**src/rtl/pcpi_initiator.sv**
```systemverilog
// pcpi_initiator: core-side PCPI shim. Takes one command over a
// valid/ready handshake, drives it onto the PCPI bus, waits for the
// coprocessor to finish and returns rd/wr (or a trap) on a response
// handshake.
// Ports:
//   clkIn, rstIn (async, active-high)
//   cmdValidIn/cmdReadyOut, cmdInstIn, cmdRs1In, cmdRs2In : command in
//   pcipValidOut, pcipInstOut, pcipRs1Out, pcipRs2Out     : PCPI request
//   pcipWrIn, pcipRdIn, pcipWaitIn, pcipReadyIn          : PCPI reply
//   rspValidOut/rspReadyIn, rspDataOut, rspWrOut, rspTrapOut : response
// Macro PCPI_TIMEOUT_EN: adds the no-responder timeout and trap path.
module pcpi_initiator #(
  parameter int TIMEOUT_CYCLES = 16,
  parameter int CNT_WIDTH      = 5
) (
  input  logic        clkIn,
  input  logic        rstIn,
  input  logic        cmdValidIn,
  output logic        cmdReadyOut,
  input  logic [31:0] cmdInstIn,
  input  logic [31:0] cmdRs1In,
  input  logic [31:0] cmdRs2In,
  output logic        pcipValidOut,
  output logic [31:0] pcipInstOut,
  output logic [31:0] pcipRs1Out,
  output logic [31:0] pcipRs2Out,
  input  logic        pcipWrIn,
  input  logic [31:0] pcipRdIn,
  input  logic        pcipWaitIn,
  input  logic        pcipReadyIn,
  output logic        rspValidOut,
  input  logic        rspReadyIn,
  output logic [31:0] rspDataOut,
  output logic        rspWrOut,
  output logic        rspTrapOut
);

  typedef enum logic [1:0] {
    IDLE   = 2'd0,
    ACTIVE = 2'd1,
    RESP   = 2'd2
  } state_t;

  state_t      state_q;
  logic        pv_q;
  logic [31:0] inst_q;
  logic [31:0] rs1_q;
  logic [31:0] rs2_q;
  logic        rv_q;
  logic [31:0] rd_q;
  logic        wr_q;

`ifdef PCPI_TIMEOUT_EN
  localparam logic [CNT_WIDTH-1:0] CntLast =
    CNT_WIDTH'(TIMEOUT_CYCLES - 1);

  logic [CNT_WIDTH-1:0] cnt_q;
  logic                 trap_q;
`endif

  always_ff @(posedge clkIn or posedge rstIn) begin
    if (rstIn) begin
      state_q <= IDLE;
      pv_q    <= 1'b0;
      inst_q  <= '0;
      rs1_q   <= '0;
      rs2_q   <= '0;
      rv_q    <= 1'b0;
      rd_q    <= '0;
      wr_q    <= 1'b0;
`ifdef PCPI_TIMEOUT_EN
      cnt_q   <= '0;
      trap_q  <= 1'b0;
`endif
    end else begin
      case (state_q)
        IDLE: begin
          if (cmdValidIn) begin
            inst_q  <= cmdInstIn;
            rs1_q   <= cmdRs1In;
            rs2_q   <= cmdRs2In;
            pv_q    <= 1'b1;
            state_q <= ACTIVE;
`ifdef PCPI_TIMEOUT_EN
            cnt_q   <= '0;
`endif
          end
        end
        ACTIVE: begin
          // ready beats a simultaneous timeout
          if (pcipReadyIn) begin
            rd_q    <= pcipRdIn;
            wr_q    <= pcipWrIn;
            pv_q    <= 1'b0;
            rv_q    <= 1'b1;
            state_q <= RESP;
`ifdef PCPI_TIMEOUT_EN
            trap_q  <= 1'b0;
          end else if (pcipWaitIn) begin
            // a busy coprocessor has claimed it
            cnt_q   <= '0;
          end else if (cnt_q == CntLast) begin
            rd_q    <= '0;
            wr_q    <= 1'b0;
            trap_q  <= 1'b1;
            pv_q    <= 1'b0;
            rv_q    <= 1'b1;
            state_q <= RESP;
          end else begin
            cnt_q   <= cnt_q + 1'b1;
`endif
          end
        end
        RESP: begin
          if (rspReadyIn) begin
            rv_q    <= 1'b0;
            state_q <= IDLE;
          end
        end
        default: begin
          pv_q    <= 1'b0;
          rv_q    <= 1'b0;
          state_q <= IDLE;
        end
      endcase
    end
  end

  assign cmdReadyOut  = (state_q == IDLE);
  assign pcipValidOut = pv_q;
  assign pcipInstOut  = inst_q;
  assign pcipRs1Out   = rs1_q;
  assign pcipRs2Out   = rs2_q;
  assign rspValidOut  = rv_q;
  assign rspDataOut   = rd_q;
  assign rspWrOut     = wr_q;

`ifdef PCPI_TIMEOUT_EN
  assign rspTrapOut   = trap_q;
`else
  // without the timeout, wait and the counter sizing play no role
  logic unused_cfg;
  assign unused_cfg   = pcipWaitIn ^
                        (TIMEOUT_CYCLES > CNT_WIDTH);
  assign rspTrapOut   = 1'b0;
`endif

endmodule

```
**config.mk**
```make
export PLATFORM = sky130hd
export DESIGN_NAME = pcpi_initiator
export DESIGN_NICKNAME = d
export VERILOG_FILES = /design/src/rtl/pcpi_initiator.sv
export SDC_FILE = /design/constraint.sdc
export NUM_CORES = 1
export LEC_CHECK = 0
export CAP_MARGIN = 15
export CORE_ASPECT_RATIO = 1.4
export CORE_MARGIN = 3
export CORE_UTILIZATION = 42
export CTS_CLUSTER_DIAMETER = 30
export DETAILED_ROUTE_END_ITERATION = 8
export GPL_ROUTABILITY_DRIVEN = 0
export GPL_TIMING_DRIVEN = 0
export HOLD_SLACK_MARGIN = 0.02
export PLACE_DENSITY = 0.81
export SLEW_MARGIN = 40
export SYNTH_ARGS = -nofsm -noshare
export SYNTH_HDL_FRONTEND = slang
export SYNTH_SLANG_ARGS = --single-unit
```
**constraint.sdc**
```tcl
create_clock -name clkIn -period 7.1 [get_ports clkIn]
set_input_delay 1.42 -clock clkIn [delete_from_list [all_inputs] [get_ports clkIn]]
set_output_delay 1.42 -clock clkIn [all_outputs]
set_load 0.05 [all_outputs]
```
Word level (Yosys, flattened, before mapping)

Cells that the tools add are included.

$lt $le $gt $ge: 0
Div/mod/pow operators: 0
Mux-type cells: 10
Multiply operators: 0
Bitwise gates (word level): 2
Reductions and logical operators: 6
Add/sub/neg operators: 0
Equal/unequal tests: 5
Shift operators: 0

Operator list:

| kind               | count |
|---|---|
| $reduce_and 3->1   | 3 |
| $mux 2             | 3 |
| $ne 2x2->1 const B | 3 |
| $pmux 1 s3         | 2 |
| $pmux 2 s3         | 1 |
| $mux 1             | 4 |
| $reduce_and 2->1   | 2 |
| $eq 2x1->1 const B | 1 |
| $eq 2x2->1 const B | 1 |
| $logic_not 2->1    | 1 |
| $not 1->1          | 2 |

Memory bits (writable): 0
Memories kept: 0
Bits of input ports: 135
Latch bits: 0
Bits in read-only memories: 0
Output and inout port bits: 133
Register bits after elaboration: 133

Longest topological paths before layout

Depth after elaboration: 3
Gate-level depth with buffers: 5

Worst setup path after synthesis

Ideal clock, no wire load.

Path type: register -> output
Start point: reg state_q[0]
End point: out cmdReadyOut
Data arrival time: 1.174 ns
Slack: 4.506 ns
Cell stages (with the launch flop): 3
Cells stage by stage: dfrtp_1 -> buf_2 -> nor2_1

Word-level cells in the longest chain between the ends: 1

Ends and longest elaborated chain:

| what                     | RTL line | RTL |
|---|---|---|
| start: declaration       | 44       | `state_t state_q;` |
| start signal: assignment | 63       | `state_q <= IDLE;` |
| start signal: assignment | 83       | `state_q <= ACTIVE;` |
| start signal: assignment | 96       | `state_q <= RESP;` |
| $logic_not 2->1          | 129      | `assign cmdReadyOut = (state_q == IDLE);` |
| end: declaration         | 19       | `output logic cmdReadyOut,` |

No other way between the ends.

Worst setup path in the final report

Same ends and word-level chain as after synthesis.

==> summary.md <==
• **outcome** completed
• **Final setup viols** 0
• **Bufs and invs on worst path** 2
• **final hold slack** 482 ps
• **number of instances in the synthesized netlist** 294
• **share of the cycle needed by the critical path after routing** 47.0%
• **number of maximum-capacitance violations** 0
• **GRT Resource Usage Total** 21.1%
• **number of hold buffers added after cts** 0
• **data arrival time of the critical path** 1920 ps
• **footprint of the multi-input gates** 1540 sq um
• **P per Cell Area** 568 nW/um^2
• **measured slew at the worst slew-check pin** 581 ps
• **post-detailed-route DRC marker count** 0
• **overall die width** 98.1 um
• **cell with the largest stage delay on the worst path** clkdlybuf4s50_1
• **First-pass DRT Iterations** 4
• **Final Hold Vio Count** 0
• **delay contributed by the slowest stage of the critical path** 830 ps
• **Die Outline Area** 13200 sq um
• **setup repair after global routing missed its margin** no
• **via/cell ratio** 4.84
• **wire length of the first global-routing pass** 21500 um
• **Initial Utilization** 43.5%
• **most heavily used metal layer in global routing** met2
• **kind of capture point of the worst setup path** output port
• **worst min-delay path category** reg2reg
• **TritonCTS Sinks** 133
• **minimum period implied by the final worst setup slack** 3340 ps
• **layout filler cell count** 769
• **post-synthesis to final-layout area growth** 69.5%
• **Design Power** 4800 uW
• **total via count after detailed routing** 3555
• **final count of pins violating max slew** 0
• **Setup Buffers After CTS** 0
• **core region area** 11500 sq um
• **sequential cell area** 3330 sq um
• **first-iteration detailed-routing DRC count** 47
• **pre-CTS setup slack** 3850 ps
• **sequence of cells on the critical path** buf_2, nor2_1, clkdlybuf4s50_1
• **maximum number of pins on one net before global-route repair** 73
• **vertical die dimension** 135 um
• **FP Rows** 46
• **average wire per standard cell** 18.7 um
• **total global routing overflow** 0
• **maximum clock rate** 300 MHz
• **Required @ worst endpoint** 5680 ps
• **max_slew headroom** 61.2%
• **cts bufs inserted** 17
• **antenna violations before repair** 0
• **Clock Skew** 10.2 ps
• **worst-case setup margin in the final layout** 3760 ps
• **clk slew on worst S/H paths** 50 ps
• **Worst setup SP type** register
• **fraction of layout instances using a drive strength above 1** 23.4%
• **#FFs+latches synth** 133
• **I/O pin count** 268
• **detailed placement HPWL** 10600 um
• **met2 track utilization from global routing** 38.4%
• **Synth warnings** 0
• **average instance area after synthesis** 17.0 sq um
• **clock tree from TritonCTS** built
• **final layout net count** 714
• **cell class contributing the biggest share of worst-path delay** buffers and inverters
• **global-route met3 utilization** 7.86%
• **critical path peak fanout** 8
• **worst skew pair latency** 410 ps
• **M1 GR Usage** 21.3%
• **highest ir drop seen on vdd** 0.372 mV
• **post-synth net total** 429
• **Clk Tree Root Cell** clkbuf_16
• **H-tree levels** 4
• **post-cts repair resize count** 0
• **number of global-route vias before repair** 4121
• **count of unique library cells instantiated by Yosys** 17
• **reported leakage power** 0.00352 uW
• **area of the mapped netlist** 4990 sq um
• **total length of routed wires** 13700 um
• **maximum number of buffers from clock root to sink** 2
• **Post-Route Setup TNS** 0 ps
• **Buffers on Ports** 265
• **post-detailed-route count of antenna-violating nets** 0
• **post-synthesis sequential area ratio** 66.7%
• **Crit Path Category** reg2out
• **Antenna Diode Count** 0
[kinds of logic (layout without fill, tap and decap cells)]
family          after synthesis  after routing  share of synthesized area [%]
mux                         130            130                           29.3
simple gates                  7              7                          0.978
buf+inv                      18            315                           2.33
other cells                   1              1                         0.0752
flops                       133            133                           66.7
compound gates                5              5                          0.552
[registers in the layout (all words and copies together), names as in the netlist]
signal / cells
rspValidOut: 1
rspDataOut: 32
state_q: 2
pcipRs1Out: 32
pcipRs2Out: 32
pcipInstOut: 32
rspWrOut: 1
pcipValidOut: 1
[Yosys cell counts]
library cell	number	area (sq um)
nand2_1	1	3.75
nand3_1	1	5.00
nand3_2	1	10.0
o21ai_0	2	10.0
inv_1	3	11.3
mux2_2	89	1000
o31ai_1	1	7.51
dfrtp_1	133	3330
buf_2	9	45.0
nor3b_4	1	18.8
mux2_1	40	450
buf_4	2	15.0
a21oi_1	2	10.0
mux2i_1	1	10.0
buf_6	4	45.0
conb_1	1	3.75
nor2_1	3	11.3
[metrics by stage]
| stage | cell area, sq um | util, % | cells |
|---|---|---|---|
| after global placement | 7820 | 68.3 | 703 |
| after CTS | 8450 | 73.8 | 735 |
| after floorplan | 4990 | - | 294 |
| after global routing | 8450 | 73.8 | 735 |
| final | 8450 | 73.8 | 735 |
| after detailed placement | 7860 | 68.6 | 704 |
[per-layer routing]
metal | vias up | part of all wire, %
li1 | 1598 | -
met2 | 181 | 55
met3 | 31 | 8.4
met4 | 0 | 3.1
met5 | - | 0
met1 | 1745 | 33
[final timing paths]
kind,startpoint,to,slack [ps],cells past startpoint
min in group asynchronous,rstIn,pcipRs1Out[17],1450,2
setup / recovery,state_q[0],cmdReadyOut,3760,3
setup reg to reg,state_q[0],pcipRs1Out[16],5320,5
max in group asynchronous,rstIn,rspDataOut[5],4950,3
hold reg to reg,pcipRs2Out[12],pcipRs2Out[12],480,1
hold / removal,pcipRs2Out[12],pcipRs2Out[12],480,1
[power by group]
group	leakage (uW)	switching [uW]	total, uW	internal, uW
clock network	0.000289	319	878	560
registers	0.00155	183	1300	1120
logic	0.00168	1680	2620	944
total	0.00352	2180	4800	2620
[layout by cell type, fill, tap and decap left out]
cell / synthesis / final
a21oi_1: 2 / 2
nor2_1: 3 / 3
conb_1: 1 / 1
mux2_2: 89 / 89
clkdlybuf4s50_1: 0 / 265
o21ai_0: 2 / 2
dfrtp_1: 133 / 133
nand2_1: 1 / 1
nor3b_4: 1 / 1
clkbuf_16: 0 / 17
inv_1: 3 / 2
clkinv_2: 0 / 3
mux2i_1: 1 / 1
bufinv_16: 0 / 3
buf_4: 2 / 2
o31ai_1: 1 / 1
clkbuf_1: 0 / 1
mux2_1: 40 / 40
buf_2: 9 / 9
clkinvlp_4: 0 / 2
inv_6: 0 / 1
inv_8: 0 / 1
clkbuf_8: 0 / 1
buf_6: 4 / 4
nand3_1: 1 / 1
nand3_2: 1 / 1
clkinv_4: 0 / 3
buf_16: 0 / 1
[final cells by class]
class,instances,area share (%)
clock inverter,12,1.84
multi-input combinational,143,18.3
clock buffer,19,5.24
inverter,3,0.222
tap,144,2.13
sequential,133,39.4
buffer,15,1.24
timing repair buffer,266,31.7
(Power assumes the default switching activity.)
